## config.mk

```make
export PLATFORM = sky130hd
export DESIGN_NAME = secure_reg_reader
export DESIGN_NICKNAME = d
export VERILOG_FILES = /design/src/rtl/secure_reg_pkg.sv /design/src/rtl/secure_read_policy.sv /design/src/rtl/secure_reg_reader.sv
export SDC_FILE = /design/constraint.sdc
export NUM_CORES = 1
export LEC_CHECK = 0
export BUFFER_PORTS_ARGS = -buffer_cell sky130_fd_sc_hd__buf_2
export CAP_MARGIN = 10
export CORE_UTILIZATION = 45
export CTS_CLUSTER_DIAMETER = 200
export DETAILED_ROUTE_END_ITERATION = 7
export PLACE_DENSITY = 0.93
export SETUP_SLACK_MARGIN = 0.3
export SLEW_MARGIN = 20
export SYNTH_ARGS = -nofsm -noshare
export SYNTH_HDL_FRONTEND = slang
export SYNTH_SLANG_ARGS = --single-unit
```

## constraint.sdc

```tcl
create_clock -name clk -period 2.75 [get_ports clk]
set_clock_uncertainty 0.15 [all_clocks]
set_input_delay 0.4125 -clock clk [delete_from_list [all_inputs] [get_ports clk]]
set_output_delay 0.4125 -clock clk [all_outputs]
set_load 0.02 [all_outputs]
```

## src/rtl/secure_reg_pkg.sv

```systemverilog
// Shared types for the secure register read path: FSM states, policy verdicts
// and the saturating deny counter helper.
package secure_reg_pkg;

  typedef enum logic [1:0] {
    IDLE  = 2'd0,
    CHECK = 2'd1,
    FETCH = 2'd2,
    RESP  = 2'd3
  } state_e;

  typedef enum logic [1:0] {
    ALLOW       = 2'd0,
    DENY_RANGE  = 2'd1,
    DENY_SECRET = 2'd2
  } verdict_e;

  localparam logic [7:0] DENY_CNT_MAX = 8'd255;

  function automatic logic [7:0] sat_inc(input logic [7:0] v);
    if (v == DENY_CNT_MAX) begin
      sat_inc = v;
    end else begin
      sat_inc = v + 8'd1;
    end
  endfunction

endpackage

```

## src/rtl/secure_read_policy.sv

```systemverilog
// Combinational access verdict for one register index; shared by the read
// responder and the planned write-side checker.
module secure_read_policy
  import secure_reg_pkg::*;
#(
  parameter int                  NUM_REGS    = 4,
  parameter int                  ADDR_W      = $clog2(NUM_REGS),
  parameter logic [NUM_REGS-1:0] SECRET_MASK = {{(NUM_REGS-1){1'b0}}, 1'b1}
) (
  input  logic [ADDR_W-1:0]   addr,
  input  logic                priv,
  input  logic [NUM_REGS-1:0] lock,
  input  logic                debug_mode,
  input  logic                scan,
  output verdict_e            verdict,
  output logic                secret
);

  localparam int IDX_W = $clog2(NUM_REGS);

  logic [IDX_W-1:0] idx_s;
  assign idx_s = addr[IDX_W-1:0];

  // First matching rule wins; secret values need privilege, a committed lock
  // and neither debug nor scan access.
  always_comb begin
    verdict = ALLOW;
    secret  = 1'b0;
    if (32'(addr) >= 32'(NUM_REGS)) begin
      verdict = DENY_RANGE;
    end else begin
      secret = SECRET_MASK[idx_s];
      if (secret && (debug_mode || scan || !priv || !lock[idx_s])) begin
        verdict = DENY_SECRET;
      end else begin
        verdict = ALLOW;
      end
    end
  end

endmodule

```

## src/rtl/secure_reg_reader.sv

```systemverilog
// Read-side responder for the lock-protected register bank: four-state
// request/check/fetch/respond FSM with a saturating deny counter.
module secure_reg_reader
  import secure_reg_pkg::*;
#(
  parameter int                  NUM_REGS    = 4,
  parameter int                  DATA_W      = 32,
  parameter logic [NUM_REGS-1:0] SECRET_MASK = {{(NUM_REGS-1){1'b0}}, 1'b1},
  parameter int                  ADDR_W      = $clog2(NUM_REGS)
) (
  input  logic                       clk,
  input  logic                       reset,
  input  logic                       rd_req,
  input  logic [ADDR_W-1:0]          rd_addr,
  input  logic                       rd_priv,
  input  logic                       rd_ack,
  input  logic [NUM_REGS*DATA_W-1:0] reg_data,
  input  logic [NUM_REGS-1:0]        lock_status,
  input  logic                       debug_mode,
  input  logic                       scan,
  input  logic                       clr_cnt,
  output logic                       rd_ready,
  output logic                       rd_valid,
  output logic [DATA_W-1:0]          rd_data,
  output logic                       rd_err,
  output logic [7:0]                 deny_cnt,
  output logic                       violation
);

  localparam int IDX_W = $clog2(NUM_REGS);

  state_e             state_q, state_d;
  logic [ADDR_W-1:0]  addr_q, addr_d;
  logic               priv_q, priv_d;
  verdict_e           verdict_q, verdict_d;
  logic               secret_q, secret_d;
  logic               revoked_q, revoked_d;
  logic               rd_ready_q, rd_ready_d;
  logic               rd_valid_q, rd_valid_d;
  logic [DATA_W-1:0]  rd_data_q, rd_data_d;
  logic               rd_err_q, rd_err_d;
  logic [7:0]         deny_cnt_q, deny_cnt_d;
  logic               violation_q, violation_d;

  verdict_e           verdict_s;
  logic               secret_s;
  logic               revoke_s;
  logic               inc_s;
  logic               viol_s;
  logic [IDX_W-1:0]   idx_s;

  secure_read_policy #(
    .NUM_REGS    (NUM_REGS),
    .ADDR_W      (ADDR_W),
    .SECRET_MASK (SECRET_MASK)
  ) u_policy (
    .addr       (addr_q),
    .priv       (priv_q),
    .lock       (lock_status),
    .debug_mode (debug_mode),
    .scan       (scan),
    .verdict    (verdict_s),
    .secret     (secret_s)
  );

  assign idx_s = addr_q[IDX_W-1:0];

  // An allowed secret read loses its data if debug or scan opens up before the requester acks.
  assign revoke_s = ((state_q == FETCH) || (state_q == RESP)) && (verdict_q == ALLOW) &&
                    secret_q && (debug_mode || scan) && !revoked_q;

  // Next-state, response capture and deny accounting.
  always_comb begin
    state_d     = state_q;
    addr_d      = addr_q;
    priv_d      = priv_q;
    verdict_d   = verdict_q;
    secret_d    = secret_q;
    revoked_d   = revoked_q;
    rd_ready_d  = rd_ready_q;
    rd_valid_d  = rd_valid_q;
    rd_data_d   = rd_data_q;
    rd_err_d    = rd_err_q;
    deny_cnt_d  = deny_cnt_q;
    violation_d = violation_q;
    inc_s       = 1'b0;
    viol_s      = 1'b0;

    case (state_q)
      IDLE: begin
        if (rd_req) begin
          addr_d     = rd_addr;
          priv_d     = rd_priv;
          rd_ready_d = 1'b0;
          state_d    = CHECK;
        end else begin
          state_d = IDLE;
        end
      end
      CHECK: begin
        verdict_d = verdict_s;
        secret_d  = secret_s;
        revoked_d = 1'b0;
        inc_s     = (verdict_s != ALLOW);
        viol_s    = (verdict_s == DENY_SECRET);
        state_d   = FETCH;
      end
      FETCH: begin
        rd_valid_d = 1'b1;
        if ((verdict_q == ALLOW) && !revoke_s) begin
          rd_data_d = reg_data[idx_s*DATA_W +: DATA_W];
          rd_err_d  = 1'b0;
        end else begin
          rd_data_d = {DATA_W{1'b0}};
          rd_err_d  = 1'b1;
        end
        state_d = RESP;
      end
      RESP: begin
        if (rd_ack) begin
          rd_valid_d = 1'b0;
          rd_err_d   = 1'b0;
          rd_data_d  = {DATA_W{1'b0}};
          rd_ready_d = 1'b1;
          state_d    = IDLE;
        end else if (revoke_s) begin
          rd_data_d = {DATA_W{1'b0}};
          rd_err_d  = 1'b1;
        end else begin
          state_d = RESP;
        end
      end
      default: begin
        state_d    = IDLE;
        rd_ready_d = 1'b1;
        rd_valid_d = 1'b0;
        rd_err_d   = 1'b0;
        rd_data_d  = {DATA_W{1'b0}};
      end
    endcase

    if (revoke_s) begin
      revoked_d = 1'b1;
      inc_s     = 1'b1;
      viol_s    = 1'b1;
    end else begin
      revoked_d = revoked_d;
    end

    if (clr_cnt) begin
      deny_cnt_d  = 8'd0;
      violation_d = 1'b0;
    end else begin
      deny_cnt_d  = inc_s ? sat_inc(deny_cnt_q) : deny_cnt_q;
      violation_d = violation_q | viol_s;
    end
  end

  // State and output registers.
  always_ff @(posedge clk) begin
    if (reset) begin
      state_q     <= IDLE;
      addr_q      <= {ADDR_W{1'b0}};
      priv_q      <= 1'b0;
      verdict_q   <= ALLOW;
      secret_q    <= 1'b0;
      revoked_q   <= 1'b0;
      rd_ready_q  <= 1'b1;
      rd_valid_q  <= 1'b0;
      rd_data_q   <= {DATA_W{1'b0}};
      rd_err_q    <= 1'b0;
      deny_cnt_q  <= 8'd0;
      violation_q <= 1'b0;
    end else begin
      state_q     <= state_d;
      addr_q      <= addr_d;
      priv_q      <= priv_d;
      verdict_q   <= verdict_d;
      secret_q    <= secret_d;
      revoked_q   <= revoked_d;
      rd_ready_q  <= rd_ready_d;
      rd_valid_q  <= rd_valid_d;
      rd_data_q   <= rd_data_d;
      rd_err_q    <= rd_err_d;
      deny_cnt_q  <= deny_cnt_d;
      violation_q <= violation_d;
    end
  end

  assign rd_ready  = rd_ready_q;
  assign rd_valid  = rd_valid_q;
  assign rd_data   = rd_data_q;
  assign rd_err    = rd_err_q;
  assign deny_cnt  = deny_cnt_q;
  assign violation = violation_q;

endmodule

```

## Word-level counts from Yosys, hierarchy flattened

Index checks and enable logic that the tools add are counted.

- $add $sub $neg: 1
- $lt $le $gt $ge: 1
- Equality and inequality tests: 9
- Shifts and indexed selects: 1
- Muxes and demuxes: 28
- Bitwise gates (word level): 2
- Reductions and logical operators: 26

Operators by type and width:

| kind | number |
|---|---|
| 128-bit by 8-bit variable part select with 32-bit output | 1 |
| 32-bit 2-to-1 mux | 3 |
| 32-bit case mux with 2 select lines | 1 |
| 1-bit 2-to-1 mux | 15 |
| 8-bit by 1-bit adder with 8-bit output (second input constant) | 1 |
| 8-bit == test (second input constant) | 1 |
| 2-bit case mux with 4 select lines | 1 |
| 2-bit AND reduction | 4 |
| 2-bit nonzero test | 4 |
| 2-bit == test (second input constant) | 3 |
| 1-bit logical AND | 6 |
| 2-bit 2-to-1 mux | 3 |
| 3-bit != test (second input constant) | 2 |
| 1-bit case mux with 2 select lines | 3 |
| 1-bit binary-select mux with 2-bit select | 2 |
| 1-bit zero test | 4 |
| 2-bit zero test | 2 |
| 1-bit logical OR | 4 |
| 2-bit != test (second input constant) | 2 |
| 2-bit by 3-bit < comparator with 1-bit output (second input constant) | 1 |
| 3-bit AND reduction | 1 |
| 2-bit by 1-bit == test with 1-bit output (second input constant) | 1 |
| 2-bit OR reduction | 1 |
| 1-bit NOT | 1 |
| 1-bit bitwise OR | 1 |

- Bits in registers: 53
- Input port bits: 142
- Output and inout port bits: 44
- Word-level logic and storage cells: 80

## Logic depth before layout (Yosys ltp)

Gate-level depths: netlist of the first run.

- Depth after elaboration: 10
- Mapped depth: 6
- Mapped depth without buffers: 5

## By module

A second synthesis of the first run with hierarchy kept.

- Cells, all modules: 271
- Area total of the unflattened synthesis: 2841.5 um^2

Modules (own cells, without submodules):

| module | times used | cells each | area an instance (um^2) | seq. area each (um^2) |
|---|---|---|---|---|
| secure_reg_reader | 1 | 266 | 2806.4 | 1061.0 |
| secure_read_policy | 1 | 5 | 35.0 | 0.0 |

## Least setup slack after synthesis of the first run

Ideal clock, no wire load.

- Path kind: reg-to-reg
- Start point: register addr_q[0]
- End point: register rd_data_q[0], in the netlist rd_data[0]
- Setup time: 0.128 ns
- Arrival: 1.493 ns
- Required time: 2.472 ns
- Setup slack: 0.979 ns
- Stages on the path, launching flop included: 6
- Buffers on the path: 2
- Period minus slack after synthesis: 1.771 ns
- Path through: dfxtp_1 buf_2 buf_2 mux4_2 a22oi_1 nor2_1

- Word-level cells in the longest chain between the ends: 3

RTL lines:

| item | RTL line | RTL |
|---|---|---|
| start, declared | secure_reg_reader.sv:33 | `logic [ADDR_W-1:0] addr_q, addr_d;` |
| start signal, assigned | secure_reg_reader.sv:163 | `addr_q <= {ADDR_W{1'b0}};` |
| start signal, assigned | secure_reg_reader.sv:176 | `addr_q <= addr_d;` |
| 128-bit by 8-bit variable part select with 32-bit output | secure_reg_reader.sv:111 | `rd_data_d = reg_data[idx_s*DATA_W +: DATA_W];` |
| 32-bit 2-to-1 mux | secure_reg_reader.sv:110 | `if ((verdict_q == ALLOW) && !revoke_s) begin` |
| 32-bit case mux with 2 select lines | secure_reg_reader.sv:89 | `case (state_q)` |
| end signal, assigned | secure_reg_reader.sv:170 | `rd_data_q <= {DATA_W{1'b0}};` |
| end signal, assigned | secure_reg_reader.sv:183 | `rd_data_q <= rd_data_d;` |
| end, declared | secure_reg_reader.sv:40 | `logic [DATA_W-1:0] rd_data_q, rd_data_d;` |

Every way passes these cells.
A chain may end at the register's enable or synchronous reset.

## Worst setup path in the final report of the first run

- Start point: register state_q[1]
- End point: register deny_cnt_q[7], in the netlist deny_cnt[7]

- Word-level cells in the longest chain between the ends: 8
- Elaborated cells on any way between the ends: 11
- Classes of those cells: eq/ne: 3; mux: 2; reduce/logical: 6

RTL lines:

| item | RTL line | RTL |
|---|---|---|
| start, declared | secure_reg_reader.sv:32 | `state_e state_q, state_d;` |
| start signal, assigned | secure_reg_reader.sv:175 | `state_q <= state_d;` |
| 2-bit == test | secure_reg_reader.sv:69 | `assign revoke_s = ((state_q == FETCH) \|\| (state_q == RESP)) && (verdict_q == ALLOW) &&` |
| 1-bit logical OR | secure_reg_reader.sv:69 |  |
| 1-bit logical AND (2 in a row) | secure_reg_reader.sv:69 |  |
| 1-bit logical AND (2 in a row) | secure_reg_reader.sv:70 | `secret_q && (debug_mode \|\| scan) && !revoked_q;` |
| 1-bit 2-to-1 mux * | secure_reg_reader.sv:142 | `if (revoke_s) begin` |
| 2-bit AND reduction (no line) * | - |  |
| end signal, assigned | secure_reg_reader.sv:185 | `deny_cnt_q <= deny_cnt_d;` |
| end, declared | secure_reg_reader.sv:42 | `logic [7:0] deny_cnt_q, deny_cnt_d;` |

Mark *: on every way between the ends. The rest lies on a longest branch, timed or not.

==> flow_summary_export.csv, run 1 <==
group,metric,value,unit
cts,cts_root_buffer,"clkbuf_8",
synth,ys_warn_count,0,
cells_and_area,fin_nets,560,
sta,maxSlewHeadroom,61.4,%
detailed_routing,drc_errors,0,
power,switchingPower,504,uW
sta,max_freq,477,MHz
cts,cts_setup_buffers,0,
floorplanning,die-area,6380,um2
power,clkPwrFrac,28.7,%
synth,synth_nets,387,
detailed_routing,wl_per_cell,16.5,um
setup_path,timing.rr.start,"state_q[1]$_SDFFE_PP0P_",
power,combPwrFrac,25.4,%
cts,cts_resized,0,
global_routing,antenna_found_initial,0,
setup_path,required,2.83,ns
synth,synth_cells,244,
cells_and_area,area_delta_synth_final,39.5,%
cts,cts_inserted_buffers,5,
sta,setup_tns,0,ns
global_routing,first_global_vias,2722,
setup_path,rr_endpoint,"deny_cnt[7]$_SDFFE_PP0P_",
sta,setup_viol_count_final,0,
global_routing,use_met1,28.2,%
global_routing,grt-busiest-layer,"met2",
power,switching_share,27.9,%
setup_path,slowest_delay,0.55,ns
floorplanning,core,5890,um2
min_path,min_from,"rd_addr[1]",
detailed_routing,vias,2809,
min_path,hold_path.class,"in -> reg",
setup_path,worst-path-max-fanout,14,
setup_path,crit_arrival,2.18,ns
setup_path,crit_family,"simple AND/OR/NAND/NOR gates",
detailed_routing,dr.first_iter.drc_count,115,
setup_path,path_buf_inv,0,
sta,period_needed,2.09,ns
synth,yosysUniqueCellTypes,40,
floorplanning,die_x,79.9,um
global_routing,use_met2,47.2,%
global_routing,grt_overflow_total,0,
floorplanning,start_util,46.4,%
floorplanning,die_h,79.9,um
setup_path,reg2reg_slack,0.66,ns
floorplanning,placementRows,28,
cells_and_area,finalNonFillerCells,493,
setup_path,crit_path_end_kind,"register",
detailed_routing,drt-vias-per-instance,5.70,
global_routing,groute.layer.met3.usage,5.49,%
detailed_routing,first_pass_iters,5,
setup_path,path_cells,"and4bb_2 > a22oi_2 > or4_1 > a21oi_1",
synth,synth_ff_type,"dfxtp_1",
global_routing,grt_pass1_wl,12400,um
cts,clk_latency,0.30,ns
power,max-vdd-ir-drop,0.000287,V
power,p_leak,0.00172,uW
cells_and_area,antennaDiodeCount,0,
cts,cts.sinks,52,
synth,syn-mean-instance-area,11.2,um2
sta,rsz0062_at_grt,"no",
synth,ys_seq_area_share,38.1,%
synth,synth-async-reset-ratio,0,%
min_path,hold_path_depth,3,
detailed_routing,routed_wl,8120,um
placed_design,dpl.cell_count,485,
setup_path,crit_type,"reg -> reg",
power,p_int,1300,uW
cts,clk_pin_slew,0.09,ns
synth,synth_area,2730,um2
power,seqPwrFrac,45.9,%
cells_and_area,drive_gt1_share,56.9,%
synth,synth-edff-count,0,
setup_path,worst_path_max_delay_cell,"or4_1",
setup_path,start_kind,"register",
power,power_density,474,nW/um2
cts,holdBufCountCts,0,
sta,slew_viol_final,0,
sta,hold_viol,0,
synth,yosys_register_bits,52,
cts,cts_tree,"done",
setup_path,rr_worst_depth,4,
detailed_routing,postRouteAntennaNets,0,
placed_design,dp_hpwl,6240,um
placed_design,gp_congestion,0.829,
global_routing,grt_use_total,25.3,%
min_path,hold-path-endpoint,"addr_q[1]$_SDFFE_PP0P_",
run_status,status,"finished clean",
sta,worst_slew_pin_slew,0.578,ns
floorplanning,ios,186,
sta,post-route-period-util,76.2,%
placed_design,port_buffers,182,
run,cap_violations,0,
global_routing,grt_max_degree,42,
cts,h-tree-depth,2,
cts,cts_buffer_depth,2,
-- power by group through the flow --
stage	clock network, uW	logic, uW	registers, uW
2_1_floorplan	0	250	876
3_3_place_gp	0	439	844
3_5_place_dp	0	461	847
4_1_cts	535	463	830
5_1_grt	572	494	835
6_report	519	459	829
-- final cells by class --
| cell class | count | area, um2 |
|---|---|---|
| Tap cell | 75 | 93.8 |
| Clock inverter | 3 | 42.5 |
| Fill cell | 502 | 2080 |
| Multi-Input combinational cell | 167 | 1580 |
| Sequential cell | 52 | 1040 |
| Inverter | 3 | 11.3 |
| Timing Repair Buffer | 188 | 968 |
| Clock buffer | 5 | 68.8 |
-- metrics by stage --
stage	instance area [um2]	hold WS [ns]	setup slack, ns	utilization, %	power (uW)
final	3810	0.198	0.655	64.7	1810
after global routing	3810	0.183	0.571	64.7	1900
after CTS	3810	0.190	0.657	64.7	1830
after detailed placement	3700	0.302	0.696	62.8	1310
after global placement	3700	0.297	0.779	62.8	1280
after floorplan	2730	0.299	0.979	-	1130
-- cell families (layout without fill, tap and decap cells) --
group | Yosys count | in the layout | share of synthesized area (%)
buf+inv | 25 | 199 | 4.45
flops | 52 | 52 | 38.1
fa+ha+maj | 1 | 1 | 0.458
simple gates | 71 | 71 | 13.2
mux | 35 | 35 | 27.5
compound gates | 60 | 60 | 16.3
-- state kept, by name (all words and copies together), names as in the netlist --
register   flops
deny_cnt       8
rd_ready       1
rd_data       32
verdict_q      1
secret_q       1
rd_valid       1
violation      1
rd_err         1
revoked_q      1
priv_q         1
state_q        2
addr_q         2
-- worst max-delay path by stage --
| stage | startpoint | endpoint | slack, ns | depth (start not counted) |
|---|---|---|---|---|
| after global routing | state_q[1]$_SDFFE_PP0P_ | deny_cnt[7]$_SDFFE_PP0P_ | 0.57 | 4 |
| after floorplan | addr_q[0]$_SDFFE_PP0P_ | rd_data[0]$_SDFFE_PP0P_ | 0.98 | 5 |
| after detailed placement | state_q[1]$_SDFFE_PP0P_ | deny_cnt[7]$_SDFFE_PP0P_ | 0.70 | 4 |
| after global placement | state_q[1]$_SDFFE_PP0P_ | deny_cnt[7]$_SDFFE_PP0P_ | 0.78 | 4 |
| final | state_q[1]$_SDFFE_PP0P_ | deny_cnt[7]$_SDFFE_PP0P_ | 0.66 | 4 |
| after CTS | state_q[1]$_SDFFE_PP0P_ | deny_cnt[7]$_SDFFE_PP0P_ | 0.66 | 4 |
-- worst min-delay path: stages --
cell     delay [ns]
buf_2          0.08
mux2i_1        0.05
nor2_1         0.07
-- metal layers --
| metal | share of wire, % | vias to the layer above |
|---|---|---|
| li1 | - | 1296 |
| met1 | 36 | 1358 |
| met2 | 55 | 145 |
| met3 | 6.9 | 10 |
| met4 | 1.2 | 0 |
| met5 | 0 | - |
-- synthesized netlist by cell type, types with 2 or more instances --
cell type,instances,area share [%]
o31ai_1,2,0.55
nand3_1,4,0.73
and3_1,2,0.46
nor2b_1,3,0.69
o21ai_0,4,0.73
dfxtp_1,52,38
nand4_1,2,0.46
inv_1,3,0.41
nand2_1,2,0.28
or4_1,3,0.82
buf_2,10,1.8
a21oi_1,6,1.1
mux2i_1,3,1.1
o21a_1,2,0.55
clkbuf_1,9,1.2
a22oi_1,35,9.6
nor2_1,43,5.9
buf_4,2,0.55
or2_2,3,0.69
nand2b_1,3,0.69
mux4_2,32,26
-- cells in the final DEF (no fill, tap or decap), types with 3 or more instances in the layout --
cell	count
buf_2	182
dfxtp_1	50
nor2_1	43
a22oi_1	34
mux4_2	32
a21oi_1	6
clkbuf_8	5
buf_4	5
nand3_1	4
o21ai_0	4
or2_2	3
nand2b_1	3
nor2b_1	3
mux2i_1	3
or4_1	3
inv_1	3
Note: power is estimated with default switching activity, not from simulation.
==> run 2, diff against run 1 <==
--- a/config.mk
+++ b/config.mk
@@ -5,12 +5,13 @@
 export SDC_FILE = /design/constraint.sdc
 export NUM_CORES = 1
 export LEC_CHECK = 0
+export ABC_AREA = 1
 export BUFFER_PORTS_ARGS = -buffer_cell sky130_fd_sc_hd__buf_2
 export CAP_MARGIN = 10
-export CORE_UTILIZATION = 45
+export CORE_UTILIZATION = 44
 export CTS_CLUSTER_DIAMETER = 200
 export DETAILED_ROUTE_END_ITERATION = 7
-export PLACE_DENSITY = 0.93
+export PLACE_DENSITY = 0.89
 export SETUP_SLACK_MARGIN = 0.3
 export SLEW_MARGIN = 20
 export SYNTH_ARGS = -nofsm -noshare
==> constraint.sdc (replaced) <==
create_clock -name clk -period 1.93 [get_ports clk]
set_clock_uncertainty 0.15 [all_clocks]
set_input_delay 0.2895 -clock clk [delete_from_list [all_inputs] [get_ports clk]]
set_output_delay 0.2895 -clock clk [all_outputs]
set_load 0.02 [all_outputs]
==> run 2 against run 1 <==
Against the previous run:
- sequential power is 47% higher
- worst hold slack worse by 0.11 ns
- non-clock buffer count is 10 higher
- first-iteration DRC count is 82% higher
- utilization is 1.4 points lower
- clock-buffer cell count is 1 higher
- combinational power is 120% higher
- power is 57% higher
- die area is 14% higher
- global-route usage is 1.1 points higher
- worst setup slack worse by 0.28 ns
- highest routed layer unchanged
==> flow_summary_export.csv, run 2 <==
group,metric,value,unit
setup_path,start_kind,"register",
setup_path,timing.rr.start,"state_q[0]$_SDFFE_PP0P_",
power,max-vdd-ir-drop,0.000384,V
cts,cts_root_buffer,"clkbuf_8",
sta,hold_viol,0,
floorplanning,die_h,85.2,um
cells_and_area,drive_gt1_share,36.6,%
placed_design,dp_hpwl,7330,um
detailed_routing,first_pass_iters,4,
setup_path,required,1.98,ns
cts,cts.sinks,52,
global_routing,grt_max_degree,34,
sta,slew_viol_final,0,
sta,period_needed,1.55,ns
cells_and_area,finalNonFillerCells,708,
power,power,2840,uW
synth,yosys.area.top_type,"dfxtp_1",
min_path,min_from,"clr_cnt",
setup_path,reg2reg_slack,0.38,ns
cells_and_area,layout_common_cells,"185 x buf_2, 146 x nor2_1, 47 x dfxtp_1",
synth,syn-mean-instance-area,6.68,um2
synth,ys_warn_count,0,
setup_path,crit_path_end_kind,"register",
global_routing,first_global_vias,3468,
sta,setup_viol_count_final,0,
synth,yosys-top-cells-area,"dfxtp_1 34%, nor2_1 18%, o21ai_1 7.1%",
sta,rsz0062_at_grt,"yes",
synth,synth-async-reset-ratio,0,%
sta,post-route-period-util,80.5,%
floorplanning,start_util,46.7,%
detailed_routing,vias,3825,
min_path,hold_path_depth,4,
synth,synth_common_cells,"147 x nor2_1, 52 x dfxtp_1, 43 x o21ai_1",
power,clkPwrFrac,21.7,%
setup_path,path_cells,"inv_1 > o21ai_1 > nand2_2 > buf_4 > o21ai_0 > nor2_1",
setup_path,slowest_delay,0.42,ns
setup_path,crit_arrival,1.61,ns
floorplanning,core,6530,um2
global_routing,grt_overflow_total,0,
setup_path,rr_worst_depth,6,
sta,fin_hold_ws,0.0925,ns
cells_and_area,fin_nets,773,
power,p_int,1830,uW
sta,setup_tns,0,ns
sta,worst_slew_pin_slew,0.321,ns
synth,yosys_register_bits,52,
detailed_routing,wl_per_cell,13.6,um
run,cap_violations,0,
cells_and_area,post-route-util,63.4,%
global_routing,grt_pass1_wl,15300,um
placed_design,dpl.cell_count,696,
synth,synth_cells,456,
cts,h-tree-depth,2,
cts,clk_latency,0.30,ns
power,switching_share,35.6,%
synth,yosysUniqueCellTypes,29,
cells_and_area,largest_register_ffs,32,
cells_and_area,antennaDiodeCount,0,
detailed_routing,postRouteAntennaNets,0,
cells_and_area,n_fill_cell,608,
floorplanning,die_x,85.2,um
detailed_routing,dr.first_iter.drc_count,209,
cts,cts_tree,"done",
sta,maxSlewHeadroom,78.6,%
floorplanning,placementRows,29,
power,seqPwrFrac,43.0,%
global_routing,antenna_found_initial,0,
floorplanning,ios,186,
setup_path,crit_type,"reg -> reg",
synth,yosysMostFrequentCell,"nor2_1",
setup_path,rr_endpoint,"rd_data[8]$_SDFFE_PP0P_",
setup_path,worst_path_max_delay_cell,"dfxtp_1",
power,p_leak,0.00197,uW
detailed_routing,drt-vias-per-instance,5.40,
power,switchingPower,1010,uW
synth,ys_seq_area_share,34.2,%
setup_path,worst-path-max-fanout,15,
global_routing,grt_use_total,26.4,%
placed_design,port_buffers,185,
cells_and_area,area_delta_synth_final,35.8,%
floorplanning,die-area,7260,um2
detailed_routing,drc_errors,0,
power,power_density,686,nW/um2
synth,synth_ff_type,"dfxtp_1",
placed_design,gp_congestion,0.840,
synth,synth_top_area_share,34.2,%
sta,max_freq,644,MHz
detailed_routing,routed_wl,9600,um
min_path,hold-path-endpoint,"deny_cnt[0]$_SDFFE_PP0P_",
cts,holdBufCountCts,0,
synth,synth_nets,599,
cts,cts_inserted_buffers,5,
cts,cts_buffer_depth,2,
cells_and_area,final_common_cell,"buf_2",
min_path,hold_path.class,"in -> reg",
power,combPwrFrac,35.3,%
cts,clk_pin_slew,0.10,ns
run_status,status,"finished clean",
synth,synth-edff-count,0,
synth,synth_area,3050,um2
## run 2: cells by family (layout without fill, tap and decap cells)
family / Yosys count / after routing / synth area share [%]
XOR/XNOR: 5 / 5 / 1.44
buffers and inverters: 46 / 220 / 9.28
adder cells (fa/ha/maj): 1 / 1 / 0.410
AND/OR/NAND/NOR: 202 / 203 / 27.6
flip-flops: 52 / 52 / 34.2
AO/OA/AOI/OAI: 150 / 150 / 27.1
## run 2: worst max-delay path by stage
stage	startpoint	to	slack, ns	depth (start not counted)
2_1_floorplan	deny_cnt[0]$_SDFFE_PP0P_	deny_cnt[6]$_SDFFE_PP0P_	0.38	7
3_3_place_gp	debug_mode	rd_data[13]$_SDFFE_PP0P_	0.29	8
3_5_place_dp	addr_q[0]$_SDFFE_PP0P_	deny_cnt[1]$_SDFFE_PP0P_	0.21	9
4_1_cts	deny_cnt[0]$_SDFFE_PP0P_	deny_cnt[1]$_SDFFE_PP0P_	0.28	7
5_1_grt	state_q[0]$_SDFFE_PP0P_	rd_data[16]$_SDFFE_PP0P_	0.28	6
6_report	state_q[0]$_SDFFE_PP0P_	rd_data[8]$_SDFFE_PP0P_	0.38	6
## run 2: routing by layer
metal	track usage (%)	wire, um
met5	0	0
met4	13.1	362
met3	6.13	665
met2	45.8	4590
met1	30.6	3980
## run 2: cell type report
type                            count  area [um2]  share of cell area, %
Sequential cell                    52        1050                   25.4
Clock buffer                        6        72.6                   1.75
Tap cell                           77        96.3                   2.33
Multi-Input combinational cell    359        1770                   42.8
Inverter                           14        61.3                   1.48
Timing Repair Buffer              198        1070                   25.8
Clock inverter                      2        16.3                  0.393
## run 2: what timing repair did
| item | in CTS | in global routing |
|---|---|---|
| pin swaps | 0 | 3 |
| resized for setup | 8 | 9 |
| cloned | 0 | 1 |
| buffers inserted | 0 | 3 |
| hold endpoints to repair | 0 | 0 |
| endpoints found under the setup margin | 28 | 31 |
## run 2: per-stage QoR
step                setup slack [ns]  cell area (um2)
floorplan                      0.377             3050
global placement               0.285             3930
detailed placement             0.214             3930
CTS                            0.280             4050
global route                   0.282             4140
finish                         0.377             4140
## run 2: power by group through the flow
stage / clock [uW] / sequential, uW / combinational (uW)
2_1_floorplan: 0 / 1310 / 589
3_3_place_gp: 0 / 1240 / 938
3_5_place_dp: 0 / 1250 / 957
4_1_cts: 641 / 1230 / 967
5_1_grt: 695 / 1230 / 1110
6_report: 615 / 1220 / 1000
## run 2: worst max-delay path: cells and delay by family, from the launching register on
family	cells	cell delay, ns
buffers and inverters	2	0.32
AOI/OAI and AO/OA	2	0.37
DFF	1	0.42
and+or+nand+nor	2	0.19
==> run 3, diff against run 2 <==
==> constraint.sdc (replaced) <==
create_clock -name clk -period 1.5 [get_ports clk]
set_clock_uncertainty 0.15 [all_clocks]
set_input_delay 0.225 -clock clk [delete_from_list [all_inputs] [get_ports clk]]
set_output_delay 0.225 -clock clk [all_outputs]
set_load 0.02 [all_outputs]
==> run 3 against run 2 <==
Against the previous run:
- critical path depth up 3
- wire length grew 20%
- via count increased by 6.4%
- sequential share of layout area decreased by 2.5 points
- design area is 18% higher
==> flow_summary_export.csv, run 3 (synthesis results as in run 2) <==
group,metric,value,unit
run_status,status,"finished clean",
detailed_routing,wl_per_cell,15.6,um
placed_design,dp_hpwl,7870,um
detailed_routing,routed_wl,11500,um
sta,fin_ws,0.00935,ns
setup_path,slowest_delay,0.40,ns
setup_path,crit_arrival,1.56,ns
cells_and_area,largest_register_ffs,32,
floorplanning,placementRows,29,
cells_and_area,stdcell_area,4870,um2
detailed_routing,topRoutingLayerUsed,"met4",
global_routing,grt_max_degree,36,
global_routing,grt_overflow_total,0,
setup_path,required,1.57,ns
detailed_routing,postRouteAntennaNets,0,
detailed_routing,wl_met3,751,um
min_path,hold_path.class,"in -> reg",
sta,worst_slew_pin_slew,0.276,ns
detailed_routing,first_pass_iters,5,
cts,holdBufCountCts,0,
setup_path,crit_path_end_kind,"register",
cts,h-tree-depth,2,
setup_path,crit_type,"reg -> reg",
cells_and_area,antennaDiodeCount,0,
detailed_routing,dr_wl_met2,5910,um
cells_and_area,layout_common_cells,"143 x nor2_1, 142 x buf_2, 56 x buf_4",
floorplanning,core,6530,um2
cells_and_area,area_delta_synth_final,59.9,%
floorplanning,die-area,7260,um2
global_routing,first_global_vias,3766,
sta,post-route-period-util,99.4,%
cells_and_area,ff_latch_area,1120,um2
setup_path,worst_path_max_delay_cell,"dfxtp_4",
cells_and_area,fin_nets,799,
placed_design,place_area,4130,um2
global_routing,grt_use_total,29.9,%
cts,cts_tree,"done",
global_routing,antenna_found_initial,0,
placed_design,gp_congestion,0.891,
sta,rsz0062_at_grt,"yes",
sta,slew_viol_final,0,
cts,clk_latency,0.30,ns
detailed_routing,dr.first_iter.drc_count,212,
floorplanning,die_x,85.2,um
detailed_routing,vias,4070,
floorplanning,ios,186,
cells_and_area,n_fill_cell,524,
sta,setup_viol_count_final,0,
detailed_routing,drt-vias-per-instance,5.54,
sta,max_freq,671,MHz
setup_path,critPathMostFrequentCell,"nand2_4",
power,max-vdd-ir-drop,0.000403,V
cells_and_area,final_common_cell,"nor2_1",
run,cap_violations,0,
placed_design,port_buffers,185,
power,power_density,831,nW/um2
cells_and_area,multi_input_area,2010,um2
floorplanning,die_h,85.2,um
cts,clk_pin_slew,0.09,ns
placed_design,place_ws,-0.0628,ns
global_routing,grt_pass1_wl,17300,um
detailed_routing,wl_met1,4350,um
detailed_routing,drc_errors,0,
setup_path,worst-path-max-fanout,7,
setup_path,crit_family,"simple AND/OR/NAND/NOR gates",
floorplanning,start_util,46.7,%
sta,hold_viol,0,
setup_path,path_buf_inv,1,
sta,period_needed,1.49,ns
setup_path,path_cells,"inv_4 > nand2_1 > nand3_1 > nand3_2 > nand2_4 > nand2_4 > nand2_4 > nand2_1 > a21oi_1",
power,p_leak,0.00221,uW
cts,cts_buffer_depth,2,
sta,maxSlewHeadroom,81.6,%
power,power,4050,uW
cts,cts.sinks,52,
setup_path,start_kind,"register",
cts,cts_inserted_buffers,5,
cells_and_area,drive_gt1_share,49.9,%
cts,cts_root_buffer,"clkbuf_8",
==> run 3: changes by cell type in the layout (fill, tap and decap cells not counted), moves of 16 or more <==
cell	delta
a22oi_1	-16
a22oi_2	+16
buf_2	-43
buf_4	+47
buf_6	+17
dfxtp_1	-35
dfxtp_2	+26
==> run 3: final cells by class <==
type	instances	area share (%)
Timing Repair Buffer	222	30.0
Multi-Input combinational cell	360	41.3
Timing Repair inverter	1	0.231
Sequential cell	52	22.9
Tap cell	77	1.98
Clock buffer	8	1.85
Inverter	14	1.72
==> run 3: worst paths after layout <==
check	start	to	slack, ns	cells past startpoint
min reg2reg	violation$_SDFF_PP0_	violation$_SDFF_PP0_	0.33	2
max	addr_q[0]$_SDFFE_PP0P_	deny_cnt[6]$_SDFFE_PP0P_	0.009	9
max reg2reg	addr_q[0]$_SDFFE_PP0P_	deny_cnt[6]$_SDFFE_PP0P_	0.009	9
min	rd_priv	priv_q$_SDFFE_PP0P_	0.03	3
==> run 3: worst reg2reg max path: stages, from the launching register on <==
cell and delay (ns):
dfxtp_4 0.40, inv_4 0.10, nand2_1 0.05, nand3_1 0.08, nand3_2 0.11, nand2_4 0.12
nand2_4 0.09, nand2_4 0.10, nand2_1 0.07, a21oi_1 0.14
==> run 3: repair_timing <==
| action | CTS | global route |
|---|---|---|
| gates cloned | 3 | 2 |
| endpoints found under the setup margin | 75 | 83 |
| resized for setup | 88 | 66 |
| pin swaps | 13 | 12 |
| setup buffers | 11 | 11 |
==> run 3: where the power goes <==
group | switching (uW) | internal (uW)
Clock | 447 | 378
Combinational | 910 | 725
Sequential | 97.4 | 1500
==> run 3: metrics by stage <==
step | hold WS, ns | setup TNS, ns | std cells | util, %
6_report | 0.0273 | 0 | 734 | 74.6
5_1_grt | 0.0464 | -0.306 | 734 | 74.6
4_1_cts | 0.0366 | 0 | 721 | 69.9
3_5_place_dp | 0.306 | -0.450 | 699 | 63.2
3_3_place_gp | 0.291 | 0 | 699 | 63.2
2_1_floorplan | 0.144 | 0 | 456 | -
==> run 3: metal layers <==
metal,vias up,GRT usage [%]
met5,-,0
met4,0,16.9
met3,42,5.84
met2,223,52.9
met1,1858,33.7
li1,1947,-
